**src/rtl/dice_pkg.sv**
```systemverilog
// Shared definitions for the dice referee: FSM state encoding, winner codes and legal die faces.
package dice_pkg;

  typedef enum logic [1:0] {
    IDLE    = 2'd0,
    P1_TURN = 2'd1,
    P2_TURN = 2'd2,
    DONE    = 2'd3
  } state_e;

  typedef enum logic [1:0] {
    WIN_NONE = 2'b00,
    WIN_P1   = 2'b01,
    WIN_P2   = 2'b10,
    WIN_TIE  = 2'b11
  } winner_e;

  localparam logic [2:0] FACE_MIN = 3'd1;
  localparam logic [2:0] FACE_MAX = 3'd6;

  function automatic logic face_ok(input logic [2:0] face);
    return (face >= FACE_MIN) && (face <= FACE_MAX);
  endfunction

endpackage

```
**src/rtl/dice_score_acc.sv**
```systemverilog
// 8-bit saturating score accumulator; clear wins over add. sum_o is the would-be next score,
// so the referee can judge the win condition in the same cycle as the roll.
module dice_score_acc (
  input  logic       clk,
  input  logic       rst_n,
  input  logic       clr_i,
  input  logic       add_en_i,
  input  logic [2:0] add_val_i,
  output logic [7:0] score_o,
  output logic [7:0] sum_o
);

  logic [7:0] score_q;
  logic [8:0] raw_sum;

  assign raw_sum = {1'b0, score_q} + {6'b0, add_val_i};
  assign sum_o   = raw_sum[8] ? 8'hFF : raw_sum[7:0];
  assign score_o = score_q;

  always_ff @(posedge clk or negedge rst_n) begin
    if (!rst_n) begin
      score_q <= 8'd0;
    end else if (clr_i) begin
      score_q <= 8'd0;
    end else if (add_en_i) begin
      score_q <= sum_o;
    end
  end

endmodule

```
**src/rtl/dice_referee.sv**
```systemverilog
// Two-player dice game referee: alternating valid/ready roll intake, saturating scores,
// win on target score or on points after the round limit. Reset release is expected synchronous to clk.
module dice_referee
  import dice_pkg::*;
#(
  parameter int TARGET_SCORE = 50,
  parameter int MAX_ROUNDS   = 20
) (
  input  logic       clk,
  input  logic       reset,
  input  logic       start,
  input  logic       roll1_valid,
  input  logic [2:0] roll1_value,
  output logic       roll1_ready,
  input  logic       roll2_valid,
  input  logic [2:0] roll2_value,
  output logic       roll2_ready,
  output logic [7:0] score1,
  output logic [7:0] score2,
  output logic       turn,
  output logic [7:0] round_cnt,
  output logic       end_of_game,
  output logic [1:0] winner,
  output logic       bad_roll
);

  state_e     state_q, state_d;
  winner_e    winner_q, winner_d;
  logic [7:0] round_q, round_d, round_inc;
  logic       bad_q, bad_d;
  logic       clr, add1, add2;
  logic [7:0] sum1, sum2;

  dice_score_acc u_acc1 (
    .clk       (clk),
    .rst_n     (reset),
    .clr_i     (clr),
    .add_en_i  (add1),
    .add_val_i (roll1_value),
    .score_o   (score1),
    .sum_o     (sum1)
  );

  dice_score_acc u_acc2 (
    .clk       (clk),
    .rst_n     (reset),
    .clr_i     (clr),
    .add_en_i  (add2),
    .add_val_i (roll2_value),
    .score_o   (score2),
    .sum_o     (sum2)
  );

  assign round_inc = round_q + 8'd1;

  always_comb begin
    state_d  = state_q;
    winner_d = winner_q;
    round_d  = round_q;
    bad_d    = 1'b0;
    clr      = 1'b0;
    add1     = 1'b0;
    add2     = 1'b0;
    // start overrides everything, including a roll handshake in the same cycle
    if (start) begin
      clr      = 1'b1;
      round_d  = 8'd0;
      winner_d = WIN_NONE;
      state_d  = P1_TURN;
    end else begin
      case (state_q)
        P1_TURN: begin
          if (roll1_valid) begin
            if (!face_ok(roll1_value)) begin
              bad_d = 1'b1;
            end else begin
              add1 = 1'b1;
              if (int'(sum1) >= TARGET_SCORE) begin
                state_d  = DONE;
                winner_d = WIN_P1;
              end else begin
                state_d = P2_TURN;
              end
            end
          end
        end
        P2_TURN: begin
          if (roll2_valid) begin
            if (!face_ok(roll2_value)) begin
              bad_d = 1'b1;
            end else begin
              add2 = 1'b1;
              if (int'(sum2) >= TARGET_SCORE) begin
                state_d  = DONE;
                winner_d = WIN_P2;
              end else begin
                round_d = round_inc;
                if (round_inc == 8'(MAX_ROUNDS)) begin
                  state_d  = DONE;
                  winner_d = (score1 > sum2) ? WIN_P1 :
                             (score1 < sum2) ? WIN_P2 : WIN_TIE;
                end else begin
                  state_d = P1_TURN;
                end
              end
            end
          end
        end
        default: ;
      endcase
    end
  end

  always_ff @(posedge clk or negedge reset) begin
    if (!reset) begin
      state_q  <= IDLE;
      winner_q <= WIN_NONE;
      round_q  <= 8'd0;
      bad_q    <= 1'b0;
    end else begin
      state_q  <= state_d;
      winner_q <= winner_d;
      round_q  <= round_d;
      bad_q    <= bad_d;
    end
  end

  assign roll1_ready = (state_q == P1_TURN);
  assign roll2_ready = (state_q == P2_TURN);
  assign turn        = (state_q == P2_TURN);
  assign end_of_game = (state_q == DONE);
  assign round_cnt   = round_q;
  assign winner      = winner_q;
  assign bad_roll    = bad_q;

endmodule

```
**config.mk**
```make
export PLATFORM = sky130hd
export DESIGN_NAME = dice_referee
export DESIGN_NICKNAME = d
export VERILOG_FILES = /design/src/rtl/dice_pkg.sv /design/src/rtl/dice_score_acc.sv /design/src/rtl/dice_referee.sv
export SDC_FILE = /design/constraint.sdc
export NUM_CORES = 1
export LEC_CHECK = 0
export CORE_MARGIN = 2
export CORE_UTILIZATION = 30
export DETAILED_ROUTE_END_ITERATION = 7
export DONT_BUFFER_PORTS = 1
export PLACE_DENSITY = 0.4
export SETUP_SLACK_MARGIN = 0.2
export SLEW_MARGIN = 40
export SYNTH_ARGS = -nofsm -noshare
export SYNTH_HDL_FRONTEND = slang
export SYNTH_SLANG_ARGS = --single-unit
export TNS_END_PERCENT = 10
```
**constraint.sdc**
```tcl
create_clock -name clk -period 6 [get_ports clk]
set_clock_uncertainty 0.05 [all_clocks]
set_input_delay 0.6 -clock clk [delete_from_list [all_inputs] [get_ports clk]]
set_output_delay 0.6 -clock clk [all_outputs]
set_load 0.05 [all_outputs]
```
After elaboration in Yosys (flattened, before gate mapping)

Index checks and enable logic that the tools add are counted.

Bits in registers: 29
Latch bits: 0
RAM bits: 0
Memory bits (read-only): 0
Input port bits: 11
Output and inout port bits: 31
Word-level logic and storage cells: 85
Memories: 0

Add/sub/neg operators: 3
$mul: 0
Divide/modulo/power cells: 0
Order comparisons: 8
Eq/ne operators: 11
Shift-type cells: 0
Muxes and demuxes: 46
Bitwise operators: 0
Reductions and logical operators: 11

Operators by type and width:

| operator            | number |
|---|---|
| $mux 8              | 11 |
| $mux 2              | 16 |
| $add 8x3->9         | 2 |
| $ge 8x6->1 const B  | 2 |
| $mux 1              | 16 |
| $reduce_bool 2->1   | 5 |
| $ne 3x2->1 const B  | 3 |
| $add 8x1->8 const B | 1 |
| $eq 8x5->1 const B  | 1 |
| $gt 8x8->1          | 1 |
| $lt 8x8->1          | 1 |
| $pmux 2 s2          | 2 |
| $reduce_and 7->1    | 1 |
| $ge 3x1->1 const B  | 2 |
| $le 3x3->1 const B  | 2 |
| $ne 3x3->1 const B  | 2 |
| $reduce_and 5->1    | 1 |
| $eq 2x2->1 const B  | 2 |
| $ne 4x2->1 const B  | 1 |
| $reduce_and 4->1    | 1 |
| $reduce_bool 3->1   | 1 |
| $eq 2x1->1 const B  | 1 |
| $logic_and 1x1->1   | 2 |
| $ne 2x2->1 const B  | 1 |
| $pmux 1 s2          | 1 |

Depth between registers and ports, before layout

Word-level depth: 11
Mapped depth: 14
Depth with buffers taken out: 14

Hierarchy

From an unflattened synthesis, not the netlist that was laid out.

Cell total of the unflattened synthesis: 281
Area, all modules: 2,448.6 um^2

By module, submodules not included:

| module                  | instances | cells an instance | area an instance (um^2) | sequential area each (um^2) |
|---|---|---|---|---|
| dice_referee            | 1         | 132               | 1,112.3                 | 325.3 |
| dice_score_acc (u_acc2) | 1         | 77                | 688.2                   | 200.2 |
| dice_score_acc (u_acc1) | 1         | 72                | 648.1                   | 200.2 |

Worst setup path after synthesis

No wires, ideal clock.

Path kind: register -> register
Start: reg u_acc2.score_q[0], in the netlist u_acc2.score_o[0]
End: reg round_q[7], in the netlist round_cnt[7]
Library setup time: 0.078 ns
Arrival: 3.080 ns
Required time: 5.872 ns
Slack: 2.792 ns
Stages on the path, launching flop included: 10
Path buffers: 0
Clock period less this slack: 3.208 ns
Path through: dfrtp_1 > ha_1 > fa_1 > a21o_1 > a311oi_2 > o21ai_2 > a2111oi_4 > nand3_2 > or3_1 > a21oi_1

Longest elaborated chain between the ends: 5

RTL lines:

| element                    | RTL line             | RTL |
|---|---|---|
| start, declared            | dice_score_acc.sv:13 | `logic [7:0] score_q;` |
| start signal, assigned     | dice_score_acc.sv:26 | `score_q <= sum_o;` |
| $add 8x3->9                | dice_score_acc.sv:16 | `assign raw_sum = {1'b0, score_q} + {6'b0, add_val_i};` |
| $mux 8                     | dice_score_acc.sv:17 | `assign sum_o = raw_sum[8] ? 8'hFF : raw_sum[7:0];` |
| $ge 8x6->1                 | dice_referee.sv:93   | `if (int'(sum2) >= TARGET_SCORE) begin` |
| $ne 2x2->1 (no line)       | --                   |  |
| $reduce_and 4->1 (no line) | --                   |  |
| end signal, assigned       | dice_referee.sv:123  | `round_q <= round_d;` |
| end, declared              | dice_referee.sv:29   | `logic [7:0] round_q, round_d, round_inc;` |

No other way between the ends.
A chain may end at the register's enable or synchronous reset.

Worst setup path after layout

Start: reg u_acc2.score_q[0], in the netlist u_acc2.score_o[0]
End: reg winner_q[1], in the netlist winner[1]

Longest elaborated chain between the ends: 10
Elaborated cells between the ends (all ways): 13
Classes of those cells: add/sub (1); order compare (2); eq/ne (1); mux (8); reduce/logical (1)

RTL lines:

| element              | RTL line             | RTL |
|---|---|---|
| $add 8x3->9 (*)      | dice_score_acc.sv:16 |  |
| $mux 8 (*)           | dice_score_acc.sv:17 |  |
| $gt 8x8->1           | dice_referee.sv:100  | `winner_d = (score1 > sum2) ? WIN_P1 :` |
| $mux 2               | dice_referee.sv:100  |  |
| $mux 2               | dice_referee.sv:98   | `if (round_inc == 8'(MAX_ROUNDS)) begin` |
| $mux 2               | dice_referee.sv:93   |  |
| $mux 2               | dice_referee.sv:89   | `if (!face_ok(roll2_value)) begin` |
| $mux 2               | dice_referee.sv:88   | `if (roll2_valid) begin` |
| $pmux 2 s2           | dice_referee.sv:71   | `case (state_q)` |
| $mux 2               | dice_referee.sv:65   | `if (start) begin` |
| end signal, assigned | dice_referee.sv:122  | `winner_q <= winner_d;` |
| end, declared        | dice_referee.sv:28   | `winner_e winner_q, winner_d;` |

Every way passes the cells marked *; elsewhere a longest branch is shown, timed or not. The select of a mux whose other input is x is not followed.

==> out/metrics.yaml <==
grt_usage_pct: 16.1
fin_ws_ns: 2.43
grt_pass1_vias: 1902
die_h_um: 89.7
wl_per_cell_um: 17.0
slew_violations: 0
grt_setup_unrepaired: "false"
synth_edf_count: 0
reg2reg_to: "winner[1]$_DFFE_PN0P_"
antenna_found_initial: 0
worstMarginPinSlew_ns: 0.842
final.min_clock_period_ns: 3.57
instances_no_fill: 352
grt_pass1_wl_um: 10500
arrival_ns: 3.69
cts-htree-levels: 2
vias_per_cell: 5.24
placed_cells: 343
switching_power_w: 0.000169
p_leak_nw: 1.05
grt.busiest_layer: "met2"
root_buffer: "clkbuf_8"
critPathSlowestCell: "a2111oi_1"
clock_path_buffers: 2
slew_headroom_pct: 43.8
die_w_um: 89.7
synth_seq_cells: 29
required_ns: 6.12
io_buffers: 0
cts_buffers: 5
ys_top_cells_by_area: "dfrtp_1, ha_1, nor2_1"
r2r_cells: 9
final_util_pct: 33.5
register_area_um2: 726
rows: 31
path_clk_slew_ns: 0.07
dp_slack_ns: 2.43
drt_iter0_drc: 68
critical_path.top_delay_family: "compound AO/OA/AOI/OAI gates"
use_met1_pct: 22.7
power.share.sequential_pct: 45.2
ios: 42
status: "completed"
power_frac_comb_pct: 18.1
coreArea_um2: 7180
synth_area_per_cell_um2: 8.74
nNetsFinal: 282
firstDrtPassIters: 4
fillCellCount: 760
crit_chain: "ha_1 > fa_1 > a21o_1 > a311oi_2 > o21ai_2 > a2111oi_1 > a311oi_1 > and3_1 > a211o_1"
yosysWarnings: 0
dpl.hpwl_um: 4380
ys.flop_type: "dfrtp_1"
post_cts_buffers: 0
cp_max_fo: 5
yosys.area.top_type: "dfrtp_1"
synth_commonest_cells: "nor2_1, dfrtp_1, nand2_1, nand3_1, ha_1"
ir_drop_mv: 0.0811
critical-path-max-stage-delay_ns: 0.62
hp-class: "input port to asynchronous set/reset pin"
syn-instance-count: 252
die_area_um2: 8050
yosys.cell_count.top_type: "nor2_1"
r2r_slack_ns: 2.43
async_flop_share_pct: 100
clkPwrFrac_pct: 36.7
drive_gt1_share_pct: 9.49
critPathKind: "register to register"
grtUsageMet3_pct: 4.19
cp-start-kind: "register"
cp-end-kind: "register"
critPathBufInv: 0
p_per_area_nw_per_um2: 210
wl_um: 5980
grt_remaining_overflow: 0
synthesis.nets: 282
r2r-start: "u_acc2.score_o[0]$_DFFE_PN0P_"
drc: 0
cts_tree: "built"
setup_viol: 0
synthDistinctLibCells: 50
p_int_w: 0.000338
antenna_cells: 0
cts_sinks: 29
fin_tns_setup_ns: 0
ant_nets: 0
fin_crit_sh_pct: 59.5
insertion_delay_ns: 0.28
swShare_pct: 33.3
met2_usage_pct: 24.4
hold_viol_final: 0
grt_max_degree: 30
route.vias.total: 1846
globalplace.congestion: 0.742
initial_core_util_pct: 30.7
synth.cell_area_um2: 2200
area_growth_pct: 9.26
synth.top_cell.area_share_pct: 32.9
ys_seq_area_share_pct: 32.9
max_cap_violations: 0
fmax_ghz: 0.280
multiInputGateArea_um2: 1400
==> registers in the layout, indices dropped and copies added, names as in the netlist <==
name,flops
u_acc2.score_o,8
winner,2
u_acc1.score_o,8
round_cnt,8
bad_roll,1
state_q,2
==> worst register-to-register path, cell delays in order (launching register included) <==
cell	delay (ns)
dfrtp_1	0.58
ha_1	0.34
fa_1	0.47
a21o_1	0.27
a311oi_2	0.28
o21ai_2	0.14
a2111oi_1	0.62
a311oi_1	0.17
and3_1	0.27
a211o_1	0.28
==> worst max-delay path by stage <==
stage                                  startpoint  depth (start not counted)  slack (ns)                       end
finish              u_acc2.score_o[0]$_DFFE_PN0P_                          9        2.43     winner[1]$_DFFE_PN0P_
global route        u_acc2.score_o[0]$_DFFE_PN0P_                         14        2.21     winner[1]$_DFFE_PN0P_
CTS                 u_acc2.score_o[0]$_DFFE_PN0P_                          9        2.39     winner[1]$_DFFE_PN0P_
detailed placement  u_acc2.score_o[0]$_DFFE_PN0P_                          9        2.43     winner[1]$_DFFE_PN0P_
global placement    u_acc2.score_o[0]$_DFFE_PN0P_                          9        2.40     winner[1]$_DFFE_PN0P_
floorplan           u_acc2.score_o[0]$_DFFE_PN0P_                          9        2.79  round_cnt[7]$_DFFE_PN0P_
==> stage by stage <==
stage                     area [µm²]  hold WS, ns  total power, W
after floorplan                 2200        0.254        0.000302
after global placement          2280        0.256        0.000319
after detailed placement        2290        0.256        0.000319
after CTS                       2410       0.0931        0.000514
after global routing            2410       0.0949        0.000540
final                           2410       0.0913        0.000506
==> routing by layer <==
layer	wire length (µm)	part of all wire (%)
met2	2650	44
met4	41	0.69
met1	2930	49
met3	359	6.0
met5	0	0
==> cell usage in the layout (no fill, tap or decap), types with 2 or more instances in the layout <==
master	netlist	final
o21ai_0	10	10
o22ai_1	4	4
nor3_1	7	6
a21oi_1	16	16
and2_1	3	3
nor4b_1	2	2
nor2_1	32	32
nand2_1	22	22
a21o_1	6	6
a2bb2oi_1	2	2
xnor2_1	3	3
dfrtp_1	29	29
ha_1	17	17
or3_1	2	2
or2_2	2	2
a31oi_1	2	2
inv_1	7	7
xor2_1	7	7
fa_1	2	2
nand4_1	6	6
a211oi_1	5	5
a311oi_1	3	3
clkbuf_8	0	7
and3_1	9	9
mux2i_1	5	5
nand3_1	19	19
==> repair_timing <==
item,CTS,global route
resized for setup,0,0
hold buffers,1,0
endpoints found under the hold margin,29,0
==> area by class of cell <==
| class | count | area share (%) |
|---|---|---|
| clock buffer | 7 | 4.00 |
| clock inverter | 1 | 0.208 |
| timing repair buffer | 2 | 1.14 |
| sequential | 29 | 30.1 |
| tap | 99 | 5.15 |
| multi-input combinational | 207 | 58.3 |
| inverter | 7 | 1.09 |
==> cells by family after synthesis <==
logic type,count (synthesis),synth area share (%)
and+or+nand+nor,113,25.6
AOI/OAI and AO/OA,59,19.6
DFF,29,32.9
adders and majority gates,19,11.5
buffers and inverters,16,3.63
xor gates and xnor gates,10,3.98
muxes,6,2.78
==> power groups by stage <==
stage	registers (W)	logic, W	clock network (W)
2_1_floorplan	0.000229	0.0000735	0
3_3_place_gp	0.000233	0.0000862	0
3_5_place_dp	0.000233	0.0000862	0
4_1_cts	0.000229	0.0000928	0.000192
5_1_grt	0.000230	0.000107	0.000203
6_report	0.000229	0.0000918	0.000186
Note: power is estimated with default switching activity, not from simulation.
